[config.mk]
export PLATFORM = sky130hd
export DESIGN_NAME = framebuffer_loader
export DESIGN_NICKNAME = d
export VERILOG_FILES = /design/src/rtl/display_pkg.sv /design/src/rtl/byte_unpacker.sv /design/src/rtl/framebuffer_loader.sv
export SDC_FILE = /design/constraint.sdc
export NUM_CORES = 1
export LEC_CHECK = 0
export BUFFER_PORTS_ARGS = -buffer_cell sky130_fd_sc_hd__clkbuf_2
export CAP_MARGIN = 40
export CORE_MARGIN = 3
export CORE_UTILIZATION = 59
export DETAILED_ROUTE_END_ITERATION = 7
export PLACE_DENSITY = 0.79
export SETUP_SLACK_MARGIN = 0.15
export SLEW_MARGIN = 40
export SYNTH_ARGS = -nofsm -noshare
export SYNTH_HDL_FRONTEND = slang
export SYNTH_SLANG_ARGS = --single-unit
[constraint.sdc]
create_clock -name Clock -period 2.35 [get_ports Clock]
set_input_delay 0.235 -clock Clock [delete_from_list [all_inputs] [get_ports Clock]]
set_output_delay 0.235 -clock Clock [all_outputs]
set_load 0.05 [all_outputs]
[src/rtl/display_pkg.sv]
// Shared constants and parser state encoding for the display RAM write path.
package display_pkg;

  localparam int ADDR_WIDTH = 11;
  localparam logic [7:0] SYNC_BYTE = 8'h2A;
  // A LEN byte of zero encodes the largest packet, 256 payload bytes.
  localparam logic [8:0] LEN_ZERO_COUNT = 9'd256;

  typedef enum logic [2:0] {
    IDLE,
    AHI,
    ALO,
    LEN,
    DWAIT,
    UNPACK
  } loaderStateT;

endpackage

[src/rtl/byte_unpacker.sv]
// Holds one payload byte and presents it as four 2-bit pixels, MSB pair first.
module byte_unpacker (
  input  logic       Clock,
  input  logic       Reset,
  input  logic       load,
  input  logic [7:0] loadByte,
  input  logic       advance,
  output logic [1:0] pair,
  output logic       lastPair
);

  logic [7:0] shift;
  logic [1:0] pairCnt;

  always_ff @(posedge Clock) begin
    if (Reset) begin
      shift   <= 8'h00;
      pairCnt <= 2'd0;
    end else if (load) begin
      shift   <= loadByte;
      pairCnt <= 2'd0;
    end else if (advance) begin
      shift   <= {shift[5:0], 2'b00};
      pairCnt <= pairCnt + 2'd1;
    end
  end

  assign pair     = shift[7:6];
  assign lastPair = (pairCnt == 2'd3);

endmodule

[src/rtl/framebuffer_loader.sv]
// Parses SYNC/ADDR_HI/ADDR_LO/LEN packets and streams the payload into the
// 2-bit display RAM, four pixels per byte.
//
//   state  | meaning
//   IDLE   | hunting for the sync byte
//   AHI    | expecting the high address byte
//   ALO    | expecting the low address byte
//   LEN    | expecting the payload length
//   DWAIT  | waiting for the next payload byte
//   UNPACK | writing the four pixels of the current byte
module framebuffer_loader
  import display_pkg::*;
#(
  parameter int         ADDR_WIDTH     = display_pkg::ADDR_WIDTH,
  parameter logic [7:0] SYNC_BYTE      = display_pkg::SYNC_BYTE,
  parameter int         TIMEOUT_CYCLES = 1_000_000
) (
  input  logic                  Clock,
  input  logic                  Reset,
  input  logic [7:0]            InData,
  input  logic                  InValid,
  output logic                  InReady,
  output logic [1:0]            RamData,
  output logic [ADDR_WIDTH-1:0] RamAddr,
  output logic                  RamWr,
  output logic                  Busy,
  output logic                  Done,
  output logic                  Err
);

  localparam int HI_BITS = ADDR_WIDTH - 8;
  localparam int TW = (TIMEOUT_CYCLES > 2) ? $clog2(TIMEOUT_CYCLES) : 1;
  localparam logic [TW-1:0] TOUT_LAST = TW'(TIMEOUT_CYCLES - 1);

  loaderStateT           state;
  logic [ADDR_WIDTH-1:0] addr;
  logic [8:0]            remaining;
  logic [TW-1:0]         timeoutCnt;
  logic                  armed;
  logic                  lastWrite;
  logic                  accept;
  logic                  headerPhase;
  logic                  timedOut;
  logic [1:0]            pairData;
  logic                  lastPair;

  // armed keeps InReady low for the cycle following reset.
  assign headerPhase = (state == AHI) || (state == ALO) || (state == LEN) || (state == DWAIT);
  assign InReady     = armed && ((state == IDLE) || headerPhase ||
                                 ((state == UNPACK) && lastPair && (remaining != 9'd1)));
  assign accept      = InValid && InReady;
  assign timedOut    = headerPhase && !accept && (timeoutCnt == TOUT_LAST);

  byte_unpacker unpacker (
    .Clock    (Clock),
    .Reset    (Reset),
    .load     (accept && ((state == DWAIT) || (state == UNPACK))),
    .loadByte (InData),
    .advance  (state == UNPACK),
    .pair     (pairData),
    .lastPair (lastPair)
  );

  always_ff @(posedge Clock) begin
    if (Reset) begin
      state      <= IDLE;
      addr       <= '0;
      remaining  <= '0;
      timeoutCnt <= '0;
      armed      <= 1'b0;
      RamWr      <= 1'b0;
      RamData    <= 2'b00;
      RamAddr    <= '0;
      Busy       <= 1'b0;
      lastWrite  <= 1'b0;
      Done       <= 1'b0;
      Err        <= 1'b0;
    end else begin
      armed      <= 1'b1;
      RamWr      <= (state == UNPACK);
      RamData    <= pairData;
      RamAddr    <= addr;
      Busy       <= (state != IDLE);
      Done       <= lastWrite;
      lastWrite  <= 1'b0;
      Err        <= 1'b0;
      timeoutCnt <= (headerPhase && !accept) ? timeoutCnt + 1'b1 : '0;
      case (state)
        IDLE: begin
          if (accept) begin
            if (InData == SYNC_BYTE) state <= AHI;
            else Err <= 1'b1;
          end
        end
        AHI: begin
          if (accept) begin
            if (InData[7:HI_BITS] == '0) begin
              addr[ADDR_WIDTH-1:8] <= InData[HI_BITS-1:0];
              state <= ALO;
            end else begin
              Err   <= 1'b1;
              state <= IDLE;
            end
          end
        end
        ALO: begin
          if (accept) begin
            addr[7:0] <= InData;
            state     <= LEN;
          end
        end
        LEN: begin
          if (accept) begin
            remaining <= (InData == 8'd0) ? LEN_ZERO_COUNT : {1'b0, InData};
            state     <= DWAIT;
          end
        end
        DWAIT: begin
          if (accept) state <= UNPACK;
        end
        UNPACK: begin
          addr <= addr + 1'b1;
          if (lastPair) begin
            remaining <= remaining - 9'd1;
            if (remaining == 9'd1) begin
              state     <= IDLE;
              lastWrite <= 1'b1;
            end else if (!accept) begin
              state <= DWAIT;
            end
          end
        end
        default: state <= IDLE;
      endcase
      if (timedOut) begin
        Err   <= 1'b1;
        state <= IDLE;
      end
    end
  end

endmodule

==> metrics.txt, run 1 <==
status finished, final reports clean; Critical Path Sink Type output port; RSZ-0062 raised after global routing no; GPL Wtd Cong 0.8938; buffers added on ports 28; worst-path cell chain inv_2, ha_2, or4b_4, nor2_4, o21ai_0, and2_1, buf_8; # DRC 0; Post-synth ARST share 0%; area of placed instances between 0.003 and 0.004 mm2; leakage power around 1.3 nW; Root Buffer clkbuf_8; setup TNS 0 ns; number of global-route vias before repair slightly above 3000; DRT Wirelength ~8800 um; worst vdd ir about 560 uV; n_diodes 0; Max-Cap Viols 0; Final Hold Viols 0; xor/xnor share of the synthesized area 3.004%; Sink Count 72; FF+latch count, synth just over 70; CTS tree built; Total GRT Usage about a quarter; power per cell area between 500 and 600 mW/mm2; sequential share of power between 50% and 60%; area delta synth->final 13.05%; Worst R2R Setup Slack around 0.28 ns; Net Sw Power ~0.00051 W; initial antenna violation count 0; post-synthesis sequential area ratio 41.20%; number of flops mapped to enable cells by yosys 0; Synthesis Warnings 0; WL per Instance roughly 17 um; share of layout cells above drive strength 1 15.45%; CTS Buf Count 9; crit-path max FO 3; relative slew slack between 40% and 50%; Final setup viols 0; Initial Utilization 62.38%; Crit path required time 2.12 ns; fin util 70.53%; cell at the slowest stage of the critical path or4b_4; final antenna-violating net count 0; Cells after Synth roughly 420; detailed placement HPWL ~6000 um; CP peak stage delay about 0.49 ns; fillers roughly 470; Syn Area/Cell between 8 and 9 um2; area share of fa/ha/maj cells after synthesis between 1.5 and 2%; via count approximately 3400; clk_skew roughly 0.0096 ns; maximum clock frequency 0.4684 GHz; final net count between 400 and 500; pins over their slew limit 0; Final Hold Slack 0.2120 ns; Final Critical Period between 2 and 2.5 ns; cell area after synthesis 0.003498 mm2; 1st-pass router iterations 5; CP delay by family, top simple AND/OR/NAND/NOR gates; Internal Power ~0.0017 W; H-tree depth 3; clock latency on the worst-skew pair approximately 0.35 ns; Synth Net Count 434; switch share between 20% and 30%; setup slack at placement 0.2790 ns; CTS Hold Bufs 0; fin crit share between 90% and 100%; Distinct cells, synth between 50 and 60; most common cell after layout, fill and taps aside dfxtp_1; core footprint 0.005608 mm2; Synth Flop Type dfxtp_1; first-pass GRT wire length about 15000 um; num rows 27; total gr overflow 0; DR vias/cell about 6.4; Clock Tree Buf Depth 2; Die W approximately 83 um; die area between 0.006 and 0.007 mm2; Hold WC Path Type input pin to register; worst path arrival time 1.90 ns; Worst-path clk slew 0.07 ns; final worst slack 0.2150 ns; Synth Area in Compound Gates approximately a fifth; proportion of synthesized area in mux cells roughly 1.8%; kind of critical path register to output port; IO Pins 29; die height around 83 um; Worst-Margin Slew about 0.81 ns; largest family of logic cells by synthesized area simple AND/OR/NAND/NOR gates; commonest non-fill, non-tap cells in the layout dfxtp_1 (69), nand2_1 (39), nor2_1 (35), a21oi_1 (30), clkbuf_2 (27); Simple-Gate Fraction of Synth Area 29.86%; drt first-iter violations ~240; Startpoint Class register; fin area ~0.004 mm2; Clk pwr share 41.4%; Crit path buffers/inverters 2; combinational share of power under 10%; largest net degree at the start of global routing 26
==> logic make-up (layout without fill, tap and decap cells) <==
kind of cell	Yosys count	in the layout
buffers and inverters	27	62
flip-flops	72	72
adder cells (fa/ha/maj)	5	5
XOR/XNOR	12	12
AO/OA/AOI/OAI	103	103
multiplexers	6	6
AND/OR/NAND/NOR	193	193
==> tightest hold or removal path, cell delays in order <==
cell and delay, ns:
clkbuf_2 0.15, nand2_1 0.08, a21oi_1 0.06
==> area by class of cell <==
| class | instances | area [um2] | area share [%] |
|---|---|---|---|
| clock buffers | 13 | 168.9 | 4.271 |
| clock inverters | 2 | 13.76 | 0.3480 |
| inverters | 7 | 26.28 | 0.6643 |
| multi-input cells | 319 | 1968 | 49.76 |
| flip-flops and latches | 72 | 1448 | 36.60 |
| well taps | 72 | 90.09 | 2.278 |
| repair buffers | 40 | 240.2 | 6.074 |
==> power groups by stage <==
stage | clock (W) | combinational, W | sequential (W)
after global routing | 0.000979 | 0.0000785 | 0.00122
after global placement | 0 | 0.0000682 | 0.00125
final | 0.000914 | 0.0000751 | 0.00122
after CTS | 0.000928 | 0.0000720 | 0.00122
after detailed placement | 0 | 0.0000702 | 0.00125
after floorplan | 0 | 0.0000319 | 0.00125
==> synth_stat cells (all sizes together), types with 10 or more instances <==
| library cell | number | area share, % |
|---|---|---|
| o211ai | 11 | 2.5 |
| nand3 | 18 | 2.6 |
| nand2 | 39 | 4.2 |
| nor2b | 14 | 2.5 |
| clkbuf | 14 | 1.5 |
| a21oi | 30 | 4.3 |
| nor3 | 12 | 1.9 |
| a31oi | 10 | 1.8 |
| nor2 | 36 | 3.9 |
| o21ai | 17 | 2.4 |
| dfxtp | 72 | 41 |
| nand4 | 18 | 3.2 |
==> stage by stage <==
step | cells | total power (W)
CTS | 525 | 0.002222
finish | 525 | 0.002210
floorplan | 418 | 0.001285
detailed placement | 509 | 0.001321
global placement | 509 | 0.001319
global route | 525 | 0.002279
==> timing repair <==
action,4_1_cts,5_1_grt
setup buffers,1,0
endpoints found under the setup margin,1,4
endpoints found under the hold margin,0,0
resized for setup,5,8
==> routing by layer <==
layer	routed length, um	GRT usage [%]	up-vias
li1	-	-	1623
met1	3995	35.82	1578
met2	3879	38.92	158
met3	658	3.770	26
met4	300	13.22	0
met5	0	0	-
==> state kept, by name (all words and copies together) (netlist names) <==
signal and count:
unpacker.pairCnt 2, remaining 9, state 3, addr 11, RamData 2, lastWrite 1, Err 1, armed 1
unpacker.shift 8, RamWr 1, Busy 1, timeoutCnt 20, Done 1, RamAddr 11
==> final timing paths <==
| check | from | to | cells after the start |
|---|---|---|---|
| setup / recovery | remaining[1]$_SDFFE_PP0P_ | InReady | 7 |
| hold / removal | InData[4] | remaining[4]$_SDFFE_PP0P_ | 3 |
| setup reg to reg | state[1]$_SDFFE_PP0P_ | state[1]$_SDFFE_PP0P_ | 5 |
| hold reg to reg | timeoutCnt[0]$_SDFF_PP0_ | timeoutCnt[0]$_SDFF_PP0_ | 1 |
Power figures use the tool's default switching activity.
==> run 2: changes to the inputs <==
--- a/config.mk
+++ b/config.mk
@@ -10,6 +10,7 @@
 export CORE_MARGIN = 3
 export CORE_UTILIZATION = 59
 export DETAILED_ROUTE_END_ITERATION = 7
+export MAX_ROUTING_LAYER = met4
 export PLACE_DENSITY = 0.79
 export SETUP_SLACK_MARGIN = 0.15
 export SLEW_MARGIN = 40
==> constraint.sdc (replaced) <==
create_clock -name Clock -period 2.35 [get_ports Clock]
set_input_delay 0.235 -clock Clock [delete_from_list [all_inputs] [get_ports Clock]]
set_output_delay 0.235 -clock Clock [all_outputs]
set_load 0.1 [all_outputs]
==> metrics.txt, run 2 (synthesis gave the netlist of run 1 again) <==
status finished, final reports clean; drt first-iter violations 287 (+18%); power per cell area 610.2 mW/mm2 (+9.2%); Hold WC Path Type input pin to register; reg2reg path depth 5 (unchanged); Clock Tree Buf Depth 2 (unchanged); first-pass GRT wire length 14920 um (+2.3%); die area 0.006889 mm2 (unchanged); hold path depth 3 (unchanged); Initial Utilization 62.38% (unchanged); final antenna-violating net count 0 (unchanged); share of layout cells above drive strength 1 16.26% (+0.81 points); detailed placement HPWL 5955 um (+0.90%); Startpoint Class register; initial antenna violation count 0 (unchanged); via count 3392 (+0.21%); Largest Register timeoutCnt; RSZ-0062 raised after global routing no; kind of critical path register to output port; final net count 466 (+0.22%); FF/Latch Area 0.001445 mm2 (-0.17%); crit-path max FO 6 (+3); worst-path cell chain ha_4, or4b_4, nor2_4, o21ai_1, and2_4, buf_12; # DRC 0 (unchanged); area of the multi-input gates 0.001981 mm2 (+0.64%); buffers added on ports 28 (unchanged); DRT Wirelength 8877 um (+0.50%); Final setup viols 0 (unchanged); core footprint 0.005608 mm2 (unchanged); CTS tree built; CTS Hold Bufs 0 (unchanged); H-tree depth 3 (unchanged); DR vias/cell 6.436 (-0.17%); CTS Buf Count 9 (unchanged); IO Pins 29 (unchanged); WL per Instance 16.84 um (+0.12%); largest net degree at the start of global routing 33 (+27%); clock latency on the worst-skew pair 0.36 ns (about the same); fillers 461 (-1.5%); worst path arrival time 1.89 ns (about the same); commonest non-fill, non-tap cells in the layout dfxtp_1 (69), nand2_1 (39), nor2_1 (35), a21oi_1 (30), clkbuf_2 (27); relative slew slack 48.96% (+3.1 points); Final Hold Slack 0.2361 ns (+0.02416 ns); CP peak stage delay 0.48 ns (about the same); area delta synth->final 15.34%; Final Hold Viols 0 (unchanged); biggest regs timeoutCnt (20), RamAddr (11), addr (11); WP depth 6 (-1); Worst-Margin Slew 0.7639 ns (-0.04651 ns); 1st-pass router iterations 5 (unchanged); cell at the slowest stage of the critical path or4b_4; fin crit share 90.29% (-0.56 points); Crit path required time 2.12 ns (about the same); clk_skew 0.01275 ns (+0.003154 ns); setup TNS 0 ns (unchanged); most common cell after layout, fill and taps aside dfxtp_1; number of global-route vias before repair 3079 (+0.65%); Max-Cap Viols 0 (unchanged); num rows 27 (unchanged); Root Buffer clkbuf_8; Total GRT Usage 26.83% (+1.0 points); Crit path buffers/inverters 1 (-1); maximum clock frequency 0.4713 GHz (+0.62%); leakage power 1.370 nW (+2.1%); n_diodes 0 (unchanged); total gr overflow 0 (unchanged); Sink Count 72 (unchanged); GPL Wtd Cong 0.9324 (+4.3%); Worst R2R Setup Slack 0.35 ns (+0.07 ns); pins over their slew limit 0 (unchanged); CP delay by family, top simple AND/OR/NAND/NOR gates; max FFs per register 20 (unchanged); Critical Path Sink Type output port; Die W 83 um (unchanged); die height 83 um (unchanged); Worst-path clk slew 0.07 ns (about the same); worst vdd ir 435.1 uV (-22%); Final Critical Period 2.122 ns (-0.01313 ns); total power 0.002462 W (+11%)
## run 2: path summary, 6_finish.rpt
check / from / endpoint
worst max-delay path: remaining[0]$_SDFFE_PP0P_ / InReady
worst min-delay path: InData[3] / remaining[3]$_SDFFE_PP0P_
worst max register to register: state[2]$_SDFFE_PP0P_ / state[1]$_SDFFE_PP0P_
worst min register to register: timeoutCnt[0]$_SDFF_PP0_ / timeoutCnt[0]$_SDFF_PP0_
## run 2: through the flow
stage / cells / setup slack [ns] / cell area [um2] / util, %
after floorplan: 418 / 0.2040 / 3498 / -
after global placement: 509 / 0.3236 / 3746 / 66.80
after detailed placement: 509 / 0.2684 / 3746 / 66.80
after CTS: 526 / 0.1822 / 4004 / 71.40
after global routing: 527 / 0.1379 / 4035 / 71.95
final: 527 / 0.2282 / 4035 / 71.95
## run 2: layout make-up
cell class | instances | share of cell area (%)
Sequential cell | 72 | 35.81
Inverter | 7 | 0.6512
Clock buffer | 12 | 4.093
Timing Repair Buffer | 41 | 6.264
Tap cell | 72 | 2.233
Clock inverter | 4 | 1.860
Multi-Input combinational cell | 319 | 49.09
## run 2: what timing repair did
action                                  4_1_cts  5_1_grt
setup buffers                                 1        1
gates resized for setup                       5        7
hold endpoints to repair                      0        0
pin swaps                                     0        1
endpoints found under the setup margin        1        1
## run 2: worst min-delay path: cells and delay by family
family | cells | cell delay, ns
buffers and inverters | 1 | 0.14
AND/OR/NAND/NOR | 1 | 0.09
AO/OA/AOI/OAI | 1 | 0.06
## run 2: power by group
part	switching (W)	internal (W)
Combinational	0.0000597	0.0000210
Clock	0.000475	0.000685
Sequential	0.00000180	0.00122
## run 2: metal layers
layer | global-route usage, % | wire length (um) | vias up
met4 | 11.89 | 217 | 0
li1 | - | - | 1632
met5 | - | 0 | -
met1 | 35.55 | 3925 | 1586
met3 | 5.853 | 650 | 24
met2 | 39.36 | 4084 | 150
